File: src/rtl/mul_pkg.sv
// Shared constants and FSM encoding for the multiplier issue controller.
package mul_pkg;

  // Booth iteration counts of the attached radix-4 multiplier
  localparam int unsigned LAT_SIGNED   = 16;
  localparam int unsigned LAT_UNSIGNED = 17;
  localparam int unsigned CNT_W        = 5;
  localparam int unsigned OP_W         = 32;
  localparam int unsigned PROD_W       = 64;

  typedef enum logic [1:0] {
    ST_IDLE = 2'd0,
    ST_WAIT = 2'd1,
    ST_HOLD = 2'd2
  } mul_state_e;

endpackage

File: src/rtl/mul_req_fifo.sv
// Request queue: DEPTH entries of packed {a, b, signed, tag}.
// Ports: push/wdata write side, pop/rdata read side (rdata is the head,
// valid while !empty), full/empty flags. Pointers carry one extra wrap bit.
module mul_req_fifo #(
  parameter int unsigned DEPTH  = 2,
  parameter int unsigned DATA_W = 69
) (
  input  logic              clk,
  input  logic              rst_n,
  input  logic              push,
  input  logic [DATA_W-1:0] wdata,
  input  logic              pop,
  output logic [DATA_W-1:0] rdata,
  output logic              full,
  output logic              empty
);

  localparam int unsigned PTR_W = $clog2(DEPTH);
  localparam int unsigned PW    = PTR_W + 1;

  logic [DATA_W-1:0] mem [DEPTH];
  logic [PW-1:0]     wr_ptr;
  logic [PW-1:0]     rd_ptr;
  logic              push_ok;
  logic              pop_ok;

  assign empty   = (wr_ptr == rd_ptr);
  assign full    = (wr_ptr[PTR_W] != rd_ptr[PTR_W]) &&
                   (wr_ptr[PTR_W-1:0] == rd_ptr[PTR_W-1:0]);
  assign push_ok = push && !full;
  assign pop_ok  = pop && !empty;
  assign rdata   = mem[rd_ptr[PTR_W-1:0]];

  // Pointer update; reset discards all queued entries
  always_ff @(posedge clk or negedge rst_n) begin
    if (!rst_n) begin
      wr_ptr <= '0;
      rd_ptr <= '0;
    end else begin
      if (push_ok) wr_ptr <= wr_ptr + PW'(1);
      if (pop_ok)  rd_ptr <= rd_ptr + PW'(1);
    end
  end

  // Storage needs no reset: only read while non-empty
  always_ff @(posedge clk) begin
    if (push_ok) mem[wr_ptr[PTR_W-1:0]] <= wdata;
  end

endmodule

File: src/rtl/mul_issue_ctrl.sv
// Issue controller for an external radix-4 Booth multiplier.
// Queues requests, issues one multiply at a time with a one-cycle mul_start,
// waits LAT+2 edges, then holds the product on rsp_* until accepted.
// Ports: req_* request handshake and payload, rsp_* response handshake and
// product, mul_* drive to the multiplier, mul_s product from the multiplier.
module mul_issue_ctrl
  import mul_pkg::*;
#(
  parameter int unsigned TAG_W      = 4,
  parameter int unsigned FIFO_DEPTH = 2
) (
  input  logic              clk,
  input  logic              rst_n,
  input  logic              req_valid,
  output logic              req_ready,
  input  logic [OP_W-1:0]   req_a,
  input  logic [OP_W-1:0]   req_b,
  input  logic              req_signed,
  input  logic [TAG_W-1:0]  req_tag,
  output logic              rsp_valid,
  input  logic              rsp_ready,
  output logic [PROD_W-1:0] rsp_p,
  output logic [TAG_W-1:0]  rsp_tag,
  output logic              mul_start,
  output logic [OP_W-1:0]   mul_a,
  output logic [OP_W-1:0]   mul_b,
  output logic              mul_is_signed,
  input  logic [PROD_W-1:0] mul_s
);

  localparam int unsigned DATA_W = 2 * OP_W + 1 + TAG_W;

  mul_state_e        state_q, state_d;
  logic [CNT_W-1:0]  cnt_q, cnt_d;
  logic [TAG_W-1:0]  tag_q, tag_d;
  logic              rsp_valid_d;
  logic [PROD_W-1:0] rsp_p_d;
  logic [TAG_W-1:0]  rsp_tag_d;
  logic              mul_start_d;
  logic [OP_W-1:0]   mul_a_d, mul_b_d;
  logic              mul_is_signed_d;
  logic              issue_c;

  logic              fifo_full, fifo_empty;
  logic [DATA_W-1:0] head;
  logic [OP_W-1:0]   head_a, head_b;
  logic              head_sgn;
  logic [TAG_W-1:0]  head_tag;

  // req_ready depends only on queue state, never on req_valid
  assign req_ready = !fifo_full;

  mul_req_fifo #(
    .DEPTH  (FIFO_DEPTH),
    .DATA_W (DATA_W)
  ) u_fifo (
    .clk   (clk),
    .rst_n (rst_n),
    .push  (req_valid && req_ready),
    .wdata ({req_a, req_b, req_signed, req_tag}),
    .pop   (issue_c),
    .rdata (head),
    .full  (fifo_full),
    .empty (fifo_empty)
  );

  assign head_a   = head[DATA_W-1 -: OP_W];
  assign head_b   = head[DATA_W-OP_W-1 -: OP_W];
  assign head_sgn = head[TAG_W];
  assign head_tag = head[TAG_W-1:0];

  // Next-state and next-output logic
  always_comb begin
    state_d         = state_q;
    cnt_d           = cnt_q;
    tag_d           = tag_q;
    rsp_valid_d     = rsp_valid;
    rsp_p_d         = rsp_p;
    rsp_tag_d       = rsp_tag;
    mul_start_d     = 1'b0;
    mul_a_d         = mul_a;
    mul_b_d         = mul_b;
    mul_is_signed_d = mul_is_signed;
    issue_c         = 1'b0;

    unique case (state_q)
      ST_IDLE: begin
        issue_c = !fifo_empty;
      end
      ST_WAIT: begin
        if (cnt_q == '0) begin
          rsp_p_d     = mul_s;
          rsp_tag_d   = tag_q;
          rsp_valid_d = 1'b1;
          state_d     = ST_HOLD;
        end else begin
          cnt_d = cnt_q - CNT_W'(1);
        end
      end
      ST_HOLD: begin
        if (rsp_ready) begin
          rsp_valid_d = 1'b0;
          issue_c     = !fifo_empty;
          state_d     = ST_IDLE;
        end
      end
      default: state_d = ST_IDLE;
    endcase

    // Issue pops the head, latches operands and arms the countdown
    if (issue_c) begin
      mul_a_d         = head_a;
      mul_b_d         = head_b;
      mul_is_signed_d = head_sgn;
      tag_d           = head_tag;
      mul_start_d     = 1'b1;
      cnt_d           = head_sgn ? CNT_W'(LAT_SIGNED + 1) : CNT_W'(LAT_UNSIGNED + 1);
      state_d         = ST_WAIT;
    end
  end

  // State and registered outputs
  always_ff @(posedge clk or negedge rst_n) begin
    if (!rst_n) begin
      state_q       <= ST_IDLE;
      cnt_q         <= '0;
      tag_q         <= '0;
      rsp_valid     <= 1'b0;
      rsp_p         <= '0;
      rsp_tag       <= '0;
      mul_start     <= 1'b0;
      mul_a         <= '0;
      mul_b         <= '0;
      mul_is_signed <= 1'b0;
    end else begin
      state_q       <= state_d;
      cnt_q         <= cnt_d;
      tag_q         <= tag_d;
      rsp_valid     <= rsp_valid_d;
      rsp_p         <= rsp_p_d;
      rsp_tag       <= rsp_tag_d;
      mul_start     <= mul_start_d;
      mul_a         <= mul_a_d;
      mul_b         <= mul_b_d;
      mul_is_signed <= mul_is_signed_d;
    end
  end

endmodule
File: config.mk
export PLATFORM = sky130hd
export DESIGN_NAME = mul_issue_ctrl
export DESIGN_NICKNAME = d
export VERILOG_FILES = /design/src/rtl/mul_pkg.sv /design/src/rtl/mul_req_fifo.sv /design/src/rtl/mul_issue_ctrl.sv
export SDC_FILE = /design/constraint.sdc
export NUM_CORES = 1
export LEC_CHECK = 0
export BUFFER_PORTS_ARGS = -buffer_cell sky130_fd_sc_hd__buf_4
export CELL_PAD_IN_SITES_DETAIL_PLACEMENT = 0
export CELL_PAD_IN_SITES_GLOBAL_PLACEMENT = 1
export CORE_MARGIN = 5
export CORE_UTILIZATION = 30
export CTS_CLUSTER_DIAMETER = 120
export DETAILED_ROUTE_END_ITERATION = 10
export PLACE_DENSITY = 0.61
export SETUP_SLACK_MARGIN = 0.2
export SYNTH_ARGS = -nofsm -noshare
export SYNTH_HDL_FRONTEND = slang
export SYNTH_SLANG_ARGS = --single-unit
export TNS_END_PERCENT = 1
File: constraint.sdc
create_clock -name clk -period 4.4 [get_ports clk]
set_clock_uncertainty 0.15 [all_clocks]
set_input_delay 0.44 -clock clk [delete_from_list [all_inputs] [get_ports clk]]
set_output_delay 0.44 -clock clk [all_outputs]
set_load 0.005 [all_outputs]
# [Word-level counts from Yosys, hierarchy flattened]
# Memories as Yosys holds them, arrays and structs flattened.
# Cells that the tools add are included.
[totals] reg_bits=150 mem_bits_rw=138 input_bits=137 output_inout_bits=136 n_memories=1
[mem_list] name="u_fifo.mem" depth=2 width=69 read_ports=1 rd_clocked_by_memory_dff=0 write_ports=1 line="mul_req_fifo.sv:21" rtl="logic [DATA_W-1:0] mem [DEPTH];"
[classes] addsub=3 n_eq_ne=11 n_mux=16 n_reduce_logical=14
[ops] op="$mux W5" n=3
[ops] op="$mux W2" n=4
[ops] op="$mux W1" n=6
[ops] op="$ne A3 B2 Y1 const B" n=2
[ops] op="$pmux W2 S3" n=1
[ops] op="$reduce_and A3 Y1" n=2
[ops] op="$logic_not A5 Y1" n=1
[ops] op="$sub A5 B1 Y5 const B" n=1
[ops] op="$add A2 B1 Y2 const B" n=2
[ops] op="$logic_and A1 B1 Y1" n=4
[ops] op="$ne A2 B1 Y1 const B" n=2
[ops] op="$ne A2 B2 Y1 const B" n=2
[ops] op="$pmux W1 S2" n=2
[ops] op="$reduce_and A2 Y1" n=2
[ops] op="$reduce_bool A2 Y1" n=2
[ops] op="$eq A2 B1 Y1 const B" n=1
[ops] op="$eq A2 B2 Y1" n=1
[ops] op="$eq A2 B2 Y1 const B" n=1
[ops] op="$logic_not A1 Y1" n=2
[ops] op="$logic_not A2 Y1" n=1
[ops] op="$eq A1 B1 Y1" n=1
[ops] op="$ne A1 B1 Y1" n=1

# [Longest topological paths before layout]
# Gate-level depths: netlist of the first run.
[logic_depth] word_depth=7 depth_mapped=6

# [Cells and area by module]
# A second synthesis of the first run with hierarchy kept.
[unflattened] hier_cells=574 hier_area_um2=10859.2
[modules_own_cells] mod="mul_issue_ctrl" n_inst=1 cells_each=332 area_each_um2=5629.1
[modules_own_cells] mod="mul_req_fifo" n_inst=1 cells_each=242 area_each_um2=5230.0

# [Least setup slack after synthesis of the first run]
# No wires, ideal clock.
[synth_timing] path_kind="register to register" from="reg u_fifo.rd_ptr[1]" to="mem u_fifo.mem[0][0] (enable)" setup_time_ns=0.497 arrival_ns=3.869 required_ns=3.753 path_slack_ns=-0.116 stages_incl_launch_ff=4 path_buffers=0 period_less_slack_ns=4.516 path_cell_list="dfrtp_1 xnor2_1 o21ai_0 nor2_1"
[synth_via] elab_chain_len=7
[synth_rtl] element="from (decl)" line="mul_req_fifo.sv:23" rtl="logic [PW-1:0] rd_ptr;"
[synth_rtl] element="from (signal assigned)" line="mul_req_fifo.sv:41" rtl="if (pop_ok) rd_ptr <= rd_ptr + PW'(1);"
[synth_rtl] element="$ne A1 B1 Y1 (*)" line="mul_req_fifo.sv:28" rtl="assign full = (wr_ptr[PTR_W] != rd_ptr[PTR_W]) &&"
[synth_rtl] element="$logic_and A1 B1 Y1 (*)" line="mul_req_fifo.sv:28"
[synth_rtl] element="$logic_not A1 Y1 (*)" line="mul_req_fifo.sv:30, mul_issue_ctrl.sv:51"
[synth_rtl] element="$logic_and A1 B1 Y1" line="mul_issue_ctrl.sv:59" rtl=".push (req_valid && req_ready),"
[synth_rtl] element="$logic_and A1 B1 Y1 (*)" line="mul_req_fifo.sv:30" rtl="assign push_ok = push && !full;"
[synth_rtl] element="$mux W1 (*)" line="mul_req_fifo.sv:47" rtl="if (push_ok) mem[wr_ptr[PTR_W-1:0]] <= wdata;"
[synth_rtl] element="$mux W1 (implied by the code) (*)" line="mul_req_fifo.sv:47"
[synth_rtl] element="to (decl)" line="mul_req_fifo.sv:21"
# Every way passes the cells marked *; elsewhere a longest branch is shown, timed or not.

# [Final worst setup path of the first run]
[layout_timing] from="reg u_fifo.rd_ptr[0]" to="reg cnt_q[0]"
[layout_via] elab_chain_len=6 elab_cells_between_ends=10
[layout_rtl] element="$eq A2 B2 Y1" line="mul_req_fifo.sv:27" rtl="assign empty = (wr_ptr == rd_ptr);"
[layout_rtl] element="$logic_not A1 Y1" line="mul_issue_ctrl.sv:88, mul_issue_ctrl.sv:103"
[layout_rtl] element="$mux W1" line="mul_issue_ctrl.sv:101" rtl="if (rsp_ready) begin"
[layout_rtl] element="$pmux W1 S2" line="mul_issue_ctrl.sv:86" rtl="unique case (state_q)"
[layout_rtl] element="$ne A2 B1 Y1 (no source line) / $reduce_bool A2 Y1 (equally long branches)"
[layout_rtl] element="$reduce_and A2 Y1 (no source line)"
[layout_rtl] element="to (signal assigned)" line="mul_issue_ctrl.sv:137" rtl="cnt_q <= cnt_d;"
[layout_rtl] element="to (decl)" line="mul_issue_ctrl.sv:34" rtl="logic [CNT_W-1:0] cnt_q, cnt_d;"
# Parallel ways exist; a longest one is shown, timed or not.
# A chain may end at the register's enable or synchronous reset.

==> summary.md, run 1 <==
| Metric | Value |
|---|---|
| Share of post-route cells with drive strength above 1 | 55.2% |
| XOR/XNOR Fraction of Synth Area | 0.621% |
| Status | finished, final reports clean |
| Power share of the clock group | 23.8% |
| IO Count | 273 |
| Switching Fraction | 28.0% |
| Critical path type | reg2reg |
| Area after DPL | 0.0135 mm² |
| Hold Crit Start | mul_s[40] |
| Post-route ant nets | 0 |
| Pwr Density | 726 mW/mm² |
| Die height | 202 µm |
| # setup viols final | 0 |
| Sequential power share | 40.7% |
| CTS Sinks | 288 |
| Mapped Cells | 567 |
| Post-synthesis simple-gate area fraction | 0.994% |
| Worst Path Required | 4580 ps |
| Core Region | 0.0365 mm² |
| Hold_ws | 30.8 ps |
| Number of port buffers | 272 |
| Worst-Margin Slew | 1020 ps |
| H-tree Lvls | 2 |
| CTS root buf | clkbuf_16 |
| Worst setup startpoint | u_fifo.rd_ptr[0] |
| Yosys warning count | 0 |
| Setup bufs post-CTS | 0 |
| Most frequent cells in the layout | buf_4 (275), dfrtp_1 (149), mux2_2 (138), edfxtp_1 (138), dlygate4sd3_1 (90) |
| Commonest non-fill, non-tap cell in the layout | buf_4 |
| Post-synthesis compound-gate area fraction | 1.24% |
| DP Cell Count | 1289 |
| Design area | 0.0155 mm² |
| Slowest Stage Delay on Critical Path | 700 ps |
| Initial antenna violation count | 0 |
| VDD IR-drop max | 0.000387 V |
| Buffers and inverters on the worst path | 1 |
| Via density | 4.27 |
| CP Launch Type | flip-flop |
| Headroom to the max-slew limit | 32.2% |
| CP delay by family, top | compound AO/OA/AOI/OAI gates |
| Syn_area_per_cell | 19.5 µm² |
| Comb power frac | 35.4% |
| Final Max Slew Viols | 0 |
| Reg2reg start | u_fifo.rd_ptr[0] |
| GPL Wtd Cong | 0.680 |
| Leakage power | 6.47 nW |
| Period utilization | 63.7% |
| P_int | 0.00809 W |
| Routed WL | 25.4 mm |
| Fin worst setup slack | 1600 ps |
| CP Capture Type | flip-flop |
| Worst min-delay path class | in2reg |
| Main combinational cell family by area after synthesis | multiplexers |
| Register area share after synthesis | 71.3% |
| RSZ-0062 raised after global routing | false |
| Critical path, cell by cell | buf_4 -> mux2_1 -> a2111oi_0 -> a31oi_1 |
| Slowest cell on crit path | a2111oi_0 |
| Post-detailed-route DRC marker count | 0 |
| Worst Path Arrival | 2990 ps |
| Pre-CTS setup slack | 1520 ps |
| TNS Setup | 0 ps |
| First-pass GRT wire length | 39.8 mm |
| Maximum net fanout on the critical path | 49 |
| CTS Buf Count | 34 |
| Starting Density | 30.3% |
| Clk pin slew, worst setup/hold paths | 60 ps |
| Largest net degree at the start of global routing | 90 |
| Fin crit period | 2800 ps |
| Via count | 6151 |
| Synth Area in Adders | 0.113% |
| Final hold violations | 0 |
| GRT Residual Overflow | 0 |
| Vias in the first global route | 6782 |
| Post-synthesis mux area share | 23.1% |
| Initial DRC count | 172 |
| Yosys reg bits | 288 |
| Die width | 202 µm |
| Hpwl dp | 15.8 mm |
| Fin nets | 1085 |
| Syn-to-layout area delta | 39.8% |
| Fmax achieved | 357 MHz |
| # rows | 70 |
| Ant. Diodes | 0 |
| Final std cells w/o fill | 1441 |
| Netlist cell types | 37 |
| CTS tree | built |
| Maxcap violations | 0 |
| Die area | 0.0409 mm² |
| Post-Syn Nets | 705 |
| First drt pass iteration count | 4 |
| Drt wl/cell | 17.7 µm |
| P_sw | 0.00315 W |
| Clock latency on the worst-skew pair | 490 ps |
| Gr usage total | 12.2% |
| Clock Path Buffers | 3 |
| Post-Syn Area | 0.0111 mm² |
[logic make-up (layout without fill, tap and decap cells)]
kind of cell             count (synthesis)  count (layout)
AO/OA/AOI/OAI                           20              20
buffers and inverters                   31             437
multiplexers                           205             205
adder cells (fa/ha/maj)                  1               1
XOR/XNOR                                 7               7
AND/OR/NAND/NOR                         15              15
flip-flops                             288             288
[routing by layer]
layer	part of all wire, %	up-vias	track usage (%)
li1	-	2865	-
met1	43	3035	16.0
met2	47	219	20.0
met3	7.5	32	3.87
met4	1.7	0	2.89
met5	0	-	0
[Yosys cell counts]
cell / instances / area, µm²
dfrtp_1: 150 / 3750
edfxtp_1: 138 / 4140
mux2_2: 138 / 1550
mux2_4: 66 / 991
buf_6: 8 / 90.1
inv_1: 7 / 26.3
o21ai_0: 7 / 35.0
buf_12: 6 / 120
clkbuf_1: 6 / 22.5
a21oi_1: 4 / 20.0
xnor2_1: 4 / 35.0
nand2b_1: 3 / 18.8
a2111oi_0: 2 / 17.5
nand3_1: 2 / 10.0
nor2b_1: 2 / 12.5
or4_1: 2 / 15.0
xor2_1: 2 / 17.5
a211o_4: 1 / 17.5
a2bb2oi_1: 1 / 8.76
a31o_1: 1 / 8.76
a31oi_1: 1 / 6.26
buf_2: 1 / 5.00
buf_4: 1 / 7.51
buf_8: 1 / 15.0
ha_1: 1 / 12.5
inv_8: 1 / 11.3
mux2_1: 1 / 11.3
nand2_1: 1 / 3.75
nand2_2: 1 / 6.26
nor2_1: 1 / 3.75
nor4b_4: 1 / 23.8
o211ai_1: 1 / 7.51
o31ai_1: 1 / 7.51
o41ai_1: 1 / 8.76
or3_1: 1 / 6.26
or4b_2: 1 / 10.0
xnor2_2: 1 / 16.3
[power by group through the flow]
stage	combinational, W	clock (W)	sequential (W)
after floorplan	0.00254	0	0.00451
after global placement	0.00398	0	0.00462
after detailed placement	0.00404	0	0.00463
after CTS	0.00410	0.00278	0.00460
after global routing	0.00434	0.00290	0.00472
final	0.00398	0.00268	0.00458
[sequential cells by signal, indices dropped and copies added, names as in the netlist, 4 cells and up]
| register | cells |
|---|---|
| cnt_q | 5 |
| mul_a | 32 |
| mul_b | 32 |
| rsp_p | 64 |
| rsp_tag | 4 |
| tag_q | 4 |
| u_fifo.mem | 138 |
[final cells by class]
class / instances / area [µm²]
Tap cell: 468 / 586
Clock inverter: 5 / 26.3
Fill cell: 3294 / 21000
Sequential cell: 288 / 7900
Timing Repair Buffer: 367 / 3000
Inverter: 8 / 38.8
Multi-Input combinational cell: 248 / 2890
Clock buffer: 57 / 1050
[final timing paths]
check | endpoint | slack [ps] | depth (start not counted)
max in group asynchronous | mul_a[10] | 2770 | 3
min in group asynchronous | rsp_p[52] | 430 | 2
worst min register to register | u_fifo.rd_ptr[1] | 340 | 1
worst max register to register | cnt_q[0] | 1600 | 4
worst max-delay path | cnt_q[0] | 1600 | 4
worst min-delay path | rsp_p[40] | 30 | 2
[what timing repair did]
item | in CTS | in global routing
setup endpoints to repair | 0 | 0
hold endpoints to repair | 246 | 0
gates resized for setup | 0 | 0
hold buffers | 90 | 0
[metrics by stage]
stage          total power (W)  util, %
2_1_floorplan          0.00705        -
3_5_place_dp           0.00867     37.0
6_report                0.0112     42.4
3_3_place_gp           0.00861     37.0
5_1_grt                 0.0120     42.4
4_1_cts                 0.0115     42.4
Power figures use the tool's default switching activity.
==> run 2: changes to the inputs <==
==> constraint.sdc (replaced) <==
create_clock -name clk -period 2.2 [get_ports clk]
set_clock_uncertainty 0.15 [all_clocks]
set_input_delay 0.22 -clock clk [delete_from_list [all_inputs] [get_ports clk]]
set_output_delay 0.22 -clock clk [all_outputs]
set_load 0.005 [all_outputs]
==> summary.md, run 2 (synthesized netlist as in run 1, its figures left out) <==
| Metric | Value |
|---|---|
| Vias in the first global route | 7055 (was 6782) |
| Commonest non-fill, non-tap cell in the layout | buf_4 (unchanged) |
| Clock Path Buffers | 3 (unchanged) |
| Post-detailed-route DRC marker count | 0 (unchanged) |
| Via density | 4.28 (was 4.27) |
| Slowest cell on crit path | dfrtp_4 (was a2111oi_0) |
| Status | finished, final reports clean (unchanged) |
| First-pass GRT wire length | 40.3 mm (was 39.8 mm) |
| Largest net degree at the start of global routing | 61 (was 90) |
| Fmax achieved | 513 MHz (was 357 MHz) |
| CP Launch Type | flip-flop (unchanged) |
| IO Count | 273 (unchanged) |
| DP Cell Count | 1304 (was 1289) |
| Critical path, cell by cell | xnor2_2 -> a211o_4 -> clkinv_8 -> buf_16 -> mux2_2 (was buf_4 -> mux2_1 -> a2111oi_0 -> a31oi_1) |
| Hpwl dp | 16.6 mm (was 15.8 mm) |
| Die height | 202 µm (unchanged) |
| Headroom to the max-slew limit | 68.3% (was 32.2%) |
| Via count | 6448 (was 6151) |
| VDD IR-drop max | 0.000724 V (was 0.000387 V) |
| Share of post-route cells with drive strength above 1 | 54.3% (was 55.2%) |
| # setup viols final | 0 (unchanged) |
| Final std cells w/o fill | 1507 (was 1441) |
| Post-route ant nets | 0 (unchanged) |
| Area occupied by multi-input gates | 0.00291 mm² (was 0.00289 mm²) |
| CTS Buf Count | 34 (unchanged) |
| Syn-to-layout area delta | 48.3% (was 39.8%) |
| Number of port buffers | 272 (unchanged) |
| Final Max Slew Viols | 0 (unchanged) |
| Initial antenna violation count | 0 (unchanged) |
| Max FFs per register | 138 (unchanged) |
| First drt pass iteration count | 4 (unchanged) |
| Worst min-delay path class | in2async (was in2reg) |
| Filler Cell Count | 3177 (was 3294) |
| Critical path type | reg2reg (unchanged) |
| Die area | 0.0409 mm² (unchanged) |
| Pwr Density | 1450 mW/mm² (was 726 mW/mm²) |
| Routed WL | 26.9 mm (was 25.4 mm) |
| GRT Residual Overflow | 0 (unchanged) |
| Most frequent cells in the layout | buf_4 (281), dfrtp_1 (149), mux2_2 (138), edfxtp_1 (138), dlygate4sd3_1 (136) (was buf_4 (275), dfrtp_1 (149), mux2_2 (138), edfxtp_1 (138), dlygate4sd3_1 (90)) |
| Drt wl/cell | 17.8 µm (was 17.7 µm) |
| Leakage power | 6.88 nW (was 6.47 nW) |
| Period utilization | 88.6% (was 63.7%) |
| # rows | 70 (unchanged) |
| CTS Sinks | 288 (unchanged) |
| Ant. Diodes | 0 (unchanged) |
| Slowest Stage Delay on Critical Path | 490 ps (was 700 ps) |
| Fin crit period | 1950 ps (was 2800 ps) |
| Core Region | 0.0365 mm² (unchanged) |
| Worst Path Arrival | 2190 ps (was 2990 ps) |
| Maxcap violations | 0 (unchanged) |
| GPL Wtd Cong | 0.711 (was 0.680) |
| Initial DRC count | 262 (was 172) |
| Die width | 202 µm (unchanged) |
| Clock latency on the worst-skew pair | 510 ps (was 490 ps) |
| Maximum net fanout on the critical path | 10 (was 49) |
| Worst-Margin Slew | 463 ps (was 1020 ps) |
| Storage cell area | 0.00790 mm² (unchanged) |
| TNS Setup | 0 ps (unchanged) |
| CTS tree | built (unchanged) |
| Final hold violations | 0 (unchanged) |
| Design area | 0.0164 mm² (was 0.0155 mm²) |
| Clk pin slew, worst setup/hold paths | 60 ps (about the same) |
| CP Capture Type | flip-flop (unchanged) |
| Area after DPL | 0.0138 mm² (was 0.0135 mm²) |
| H-tree Lvls | 2 (unchanged) |
| Gr usage total | 12.4% (was 12.2%) |
| Worst Path Required | 2440 ps (was 4580 ps) |
| CTS root buf | clkbuf_16 (unchanged) |
| RSZ-0062 raised after global routing | true (was false) |
| Starting Density | 30.3% (unchanged) |
| Fin nets | 1152 (was 1085) |
run 2: cell types whose count changed in the layout (fill, tap and decap cells not counted), sizes merged, moves of 5 or more:
| cell | previous run | this run |
|---|---|---|
| clkbuf | 57 | 48 |
| clkinv | 5 | 12 |
| dlygate4sd3 | 90 | 136 |
| buf | 277 | 294 |
| bufinv | 0 | 5 |
run 2: cell type report:
class / instances / area share [%]
clock buffer: 44 / 5.72
clock inverter: 17 / 1.27
inverter: 8 / 0.297
multi-input combinational: 248 / 17.7
sequential: 288 / 48.1
tap: 468 / 3.56
timing repair buffer: 434 / 23.3
run 2: worst paths after layout:
path	start	endpoint	slack, ps	cells after the start
worst max-delay path	u_fifo.rd_ptr[0]	tag_q[3]	250	5
worst min-delay path	rst_n	rsp_p[28]	90	2
worst max register to register	u_fifo.rd_ptr[0]	tag_q[3]	250	5
worst min register to register	rsp_p[49]	rsp_p[49]	350	1
max in group asynchronous	rst_n	rsp_p[55]	1090	3
min in group clk	req_b[14]	u_fifo.mem[0][19]	290	2
run 2: power by group:
group          internal, W  switching [W]
registers          0.00800        0.00108
clock network      0.00360        0.00213
logic              0.00562        0.00346
total               0.0172        0.00667
run 2: critical path, delay by kind of cell (launching register included):
kind            cells  cell delay (ps)
compound gates      1              370
xor+xnor            1              180
buf+inv             2              290
flops               1              490
mux                 1              340
run 2: timing repair:
| action | 4_1_cts | 5_1_grt |
|---|---|---|
| gates resized for setup | 1 | 4 |
| hold buffers | 136 | 0 |
| setup endpoints to repair | 36 | 112 |
| gates cloned | 0 | 5 |
| setup buffers | 0 | 1 |
| hold endpoints to repair | 333 | 0 |
| pin swaps | 0 | 2 |
run 2: per-stage QoR:
step | hold slack [ps] | power [W] | setup WS, ps | utilization, %
after floorplan | -226 | 0.0141 | -364 | -
after global placement | 47.8 | 0.0176 | 177 | 37.7
after detailed placement | 45.0 | 0.0178 | 147 | 37.7
after CTS | 68.6 | 0.0239 | 144 | 44.6
after global routing | 112 | 0.0253 | 185 | 45.0
final | 86.1 | 0.0239 | 251 | 45.0
run 2: layer usage:
layer	track usage, %	part of all wire, %	wire [µm]
met5	0	0	0
met4	3.69	2.2	596
met2	20.1	47	12600
met3	3.71	7.2	1930
met1	16.2	44	11800
==> run 3: changes to the inputs <==
--- a/config.mk
+++ b/config.mk
@@ -9,10 +9,10 @@
 export CELL_PAD_IN_SITES_DETAIL_PLACEMENT = 0
 export CELL_PAD_IN_SITES_GLOBAL_PLACEMENT = 1
 export CORE_MARGIN = 5
-export CORE_UTILIZATION = 30
+export CORE_UTILIZATION = 40
 export CTS_CLUSTER_DIAMETER = 120
 export DETAILED_ROUTE_END_ITERATION = 10
-export PLACE_DENSITY = 0.61
+export PLACE_DENSITY = 0.77
 export SETUP_SLACK_MARGIN = 0.2
 export SYNTH_ARGS = -nofsm -noshare
 export SYNTH_HDL_FRONTEND = slang
==> summary.md, run 3 (synthesized netlist as in run 1, its figures left out) <==
| Metric | Value |
|---|---|
| Fin worst setup slack | 230 ps (was 251 ps) |
| CTS root buf | clkbuf_16 (unchanged) |
| First-pass GRT wire length | 38.9 mm (was 40.3 mm) |
| Sequential power share | 39.7% (was 38.0%) |
| H-tree Lvls | 1 (was 2) |
| Period utilization | 89.6% (was 88.6%) |
| Reg2reg end | mul_a[20] (was tag_q[3]) |
| Power share of the clock group | 21.8% (was 24.0%) |
| Post-detailed-route DRC marker count | 0 (unchanged) |
| Fmax achieved | 508 MHz (was 513 MHz) |
| Worst min-delay path class | in2async (unchanged) |
| Comb power frac | 38.5% (was 38.0%) |
| Die height | 176 µm (was 202 µm) |
| First drt pass iteration count | 4 (unchanged) |
| TNS Setup | 0 ps (unchanged) |
| GPL Wtd Cong | 0.716 (was 0.711) |
| Initial DRC count | 315 (was 262) |
| Initial antenna violation count | 2 (was 0) |
| Pre-CTS setup slack | 160 ps (was 147 ps) |
| Final Total Pwr | 0.0229 W (was 0.0239 W) |
| Leakage power | 6.79 nW (was 6.88 nW) |
| Clock latency on the worst-skew pair | 540 ps (was 510 ps) |
| Final hold violations | 0 (unchanged) |
| Max FFs per register | 138 (unchanged) |
| P_sw | 0.00642 W (was 0.00667 W) |
| Reg2Reg Depth | 5 (unchanged) |
| Die width | 176 µm (was 202 µm) |
| CP Capture Type | flip-flop (unchanged) |
| Fin nets | 1151 (was 1152) |
| Drt wl/cell | 17.6 µm (was 17.8 µm) |
| Die area | 0.0311 mm² (was 0.0409 mm²) |
| Clk pin slew, worst setup/hold paths | 60 ps (about the same) |
| R2R Setup Slk | 230 ps (was 250 ps) |
| RSZ-0062 raised after global routing | true (unchanged) |
| Starting Density | 40.2% (was 30.3%) |
| Switching Fraction | 28.0% (was 27.9%) |
| CTS Sinks | 288 (unchanged) |
| Pwr Density | 1420 mW/mm² (was 1450 mW/mm²) |
| Routed WL | 24.9 mm (was 26.9 mm) |
| Most frequent cells in the layout | buf_4 (287), dfrtp_1 (149), mux2_2 (138), edfxtp_1 (138), dlygate4sd3_1 (136) (was buf_4 (281), dfrtp_1 (149), mux2_2 (138), edfxtp_1 (138), dlygate4sd3_1 (136)) |
| VDD IR-drop max | 0.000797 V (was 0.000724 V) |
| Worst Path Arrival | 2240 ps (was 2190 ps) |
| Worst Path Required | 2470 ps (was 2440 ps) |
| Via density | 4.51 (was 4.28) |
| CTS Buf Count | 30 (was 34) |
| Worst-Margin Slew | 539 ps (was 463 ps) |
| Critical path type | reg2reg (unchanged) |
| Reg2reg start | u_fifo.rd_ptr[0] (unchanged) |
| Syn-to-layout area delta | 45.4% (was 48.3%) |
| Status | finished, final reports clean (unchanged) |
| Final Max Slew Viols | 0 (unchanged) |
| Post-route ant nets | 0 (unchanged) |
| Hpwl dp | 15.7 mm (was 16.6 mm) |
| Hold_ws | 36.7 ps (was 86.1 ps) |
| Final std cells w/o fill | 1417 (was 1507) |
| # setup viols final | 0 (unchanged) |
| P_int | 0.0165 W (was 0.0172 W) |
| Maxcap violations | 0 (unchanged) |
| Share of post-route cells with drive strength above 1 | 53.9% (was 54.3%) |
| Number of port buffers | 272 (unchanged) |
| Fin crit period | 1970 ps (was 1950 ps) |
| GRT Residual Overflow | 0 (unchanged) |
| CTS tree | built (unchanged) |
| Core Region | 0.0276 mm² (was 0.0365 mm²) |
| # rows | 61 (was 70) |
| Vias in the first global route | 7057 (was 7055) |
| Commonest non-fill, non-tap cell in the layout | buf_4 (unchanged) |
| Clock Path Buffers | 3 (unchanged) |
| Largest net degree at the start of global routing | 51 (was 61) |
| Gr usage total | 15.6% (was 12.4%) |
| IO Count | 273 (unchanged) |
| DP Cell Count | 1217 (was 1304) |
| CP Launch Type | flip-flop (unchanged) |
| Via count | 6394 (was 6448) |
| Headroom to the max-slew limit | 63.1% (was 68.3%) |
| Maximum net fanout on the critical path | 14 (was 10) |
run 3: cell count changes in the layout (fill, tap and decap cells not counted), sizes merged:
| cell | before | now |
|---|---|---|
| inv | 7 | 8 |
| buf | 294 | 301 |
| clkinvlp | 1 | 2 |
| bufinv | 5 | 3 |
| clkbuf | 48 | 42 |
| clkinv | 12 | 9 |
| diode | 0 | 2 |
run 3: layer usage:
layer / vias up / track usage (%) / wire length, µm
li1: 3015 / - / -
met1: 3110 / 20.2 / 10600
met2: 225 / 26.4 / 11900
met3: 44 / 4.24 / 1920
met4: 0 / 3.45 / 430
met5: - / 0 / 0
run 3: final cells by class:
| type | instances | area [µm²] |
|---|---|---|
| diodes | 2 | 5.00 |
| inverters | 8 | 48.8 |
| multi-input cells | 248 | 2910 |
| flip-flops and latches | 288 | 7900 |
| clock inverters | 14 | 150 |
| fillers | 2044 | 11400 |
| repair buffers | 437 | 3790 |
| well taps | 378 | 473 |
| clock buffers | 42 | 837 |
run 3: through the flow:
| stage | utilization, % | cell area [µm²] |
|---|---|---|
| 2_1_floorplan | - | 11100 |
| 3_3_place_gp | 49.7 | 13700 |
| 3_5_place_dp | 49.7 | 13700 |
| 4_1_cts | 58.3 | 16100 |
| 5_1_grt | 58.5 | 16100 |
| 6_report | 58.5 | 16100 |
run 3: power by group through the flow:
| stage | Combinational, W | Clock [W] | Sequential (W) |
|---|---|---|---|
| 6_report | 0.00882 | 0.00499 | 0.00910 |
| 5_1_grt | 0.00949 | 0.00540 | 0.00934 |
| 4_1_cts | 0.00885 | 0.00514 | 0.00908 |
| 3_5_place_dp | 0.00864 | 0 | 0.00912 |
| 3_3_place_gp | 0.00845 | 0 | 0.00911 |
| 2_1_floorplan | 0.00514 | 0 | 0.00901 |
run 3: repair_timing:
action | CTS | global route
setup buffers | 0 | 6
endpoints found under the hold margin | 357 | 0
hold buffers | 136 | 0
endpoints found under the setup margin | 64 | 141
pin swaps | 0 | 1
gates resized for setup | 2 | 0
run 3: how the worst max path moves through the flow:
stage               slack (ps)        startpoint                 to  cells after the start
floorplan                 -360  u_fifo.rd_ptr[0]   u_fifo.mem[1][0]                      5
global placement           180  u_fifo.rd_ptr[0]           tag_q[0]                      5
detailed placement         160  u_fifo.rd_ptr[0]          mul_b[15]                      5
CTS                        190  u_fifo.rd_ptr[0]          mul_b[15]                      5
global route               180  u_fifo.rd_ptr[0]  u_fifo.mem[0][20]                      5
finish                     230  u_fifo.rd_ptr[0]          mul_a[20]                      5
run 3: worst max-delay path, stage by stage (launching register included):
cell and delay [ps]:
dfrtp_4 480, xnor2_2 170, a211o_4 410, inv_12 140, buf_12 180, mux2_4 310
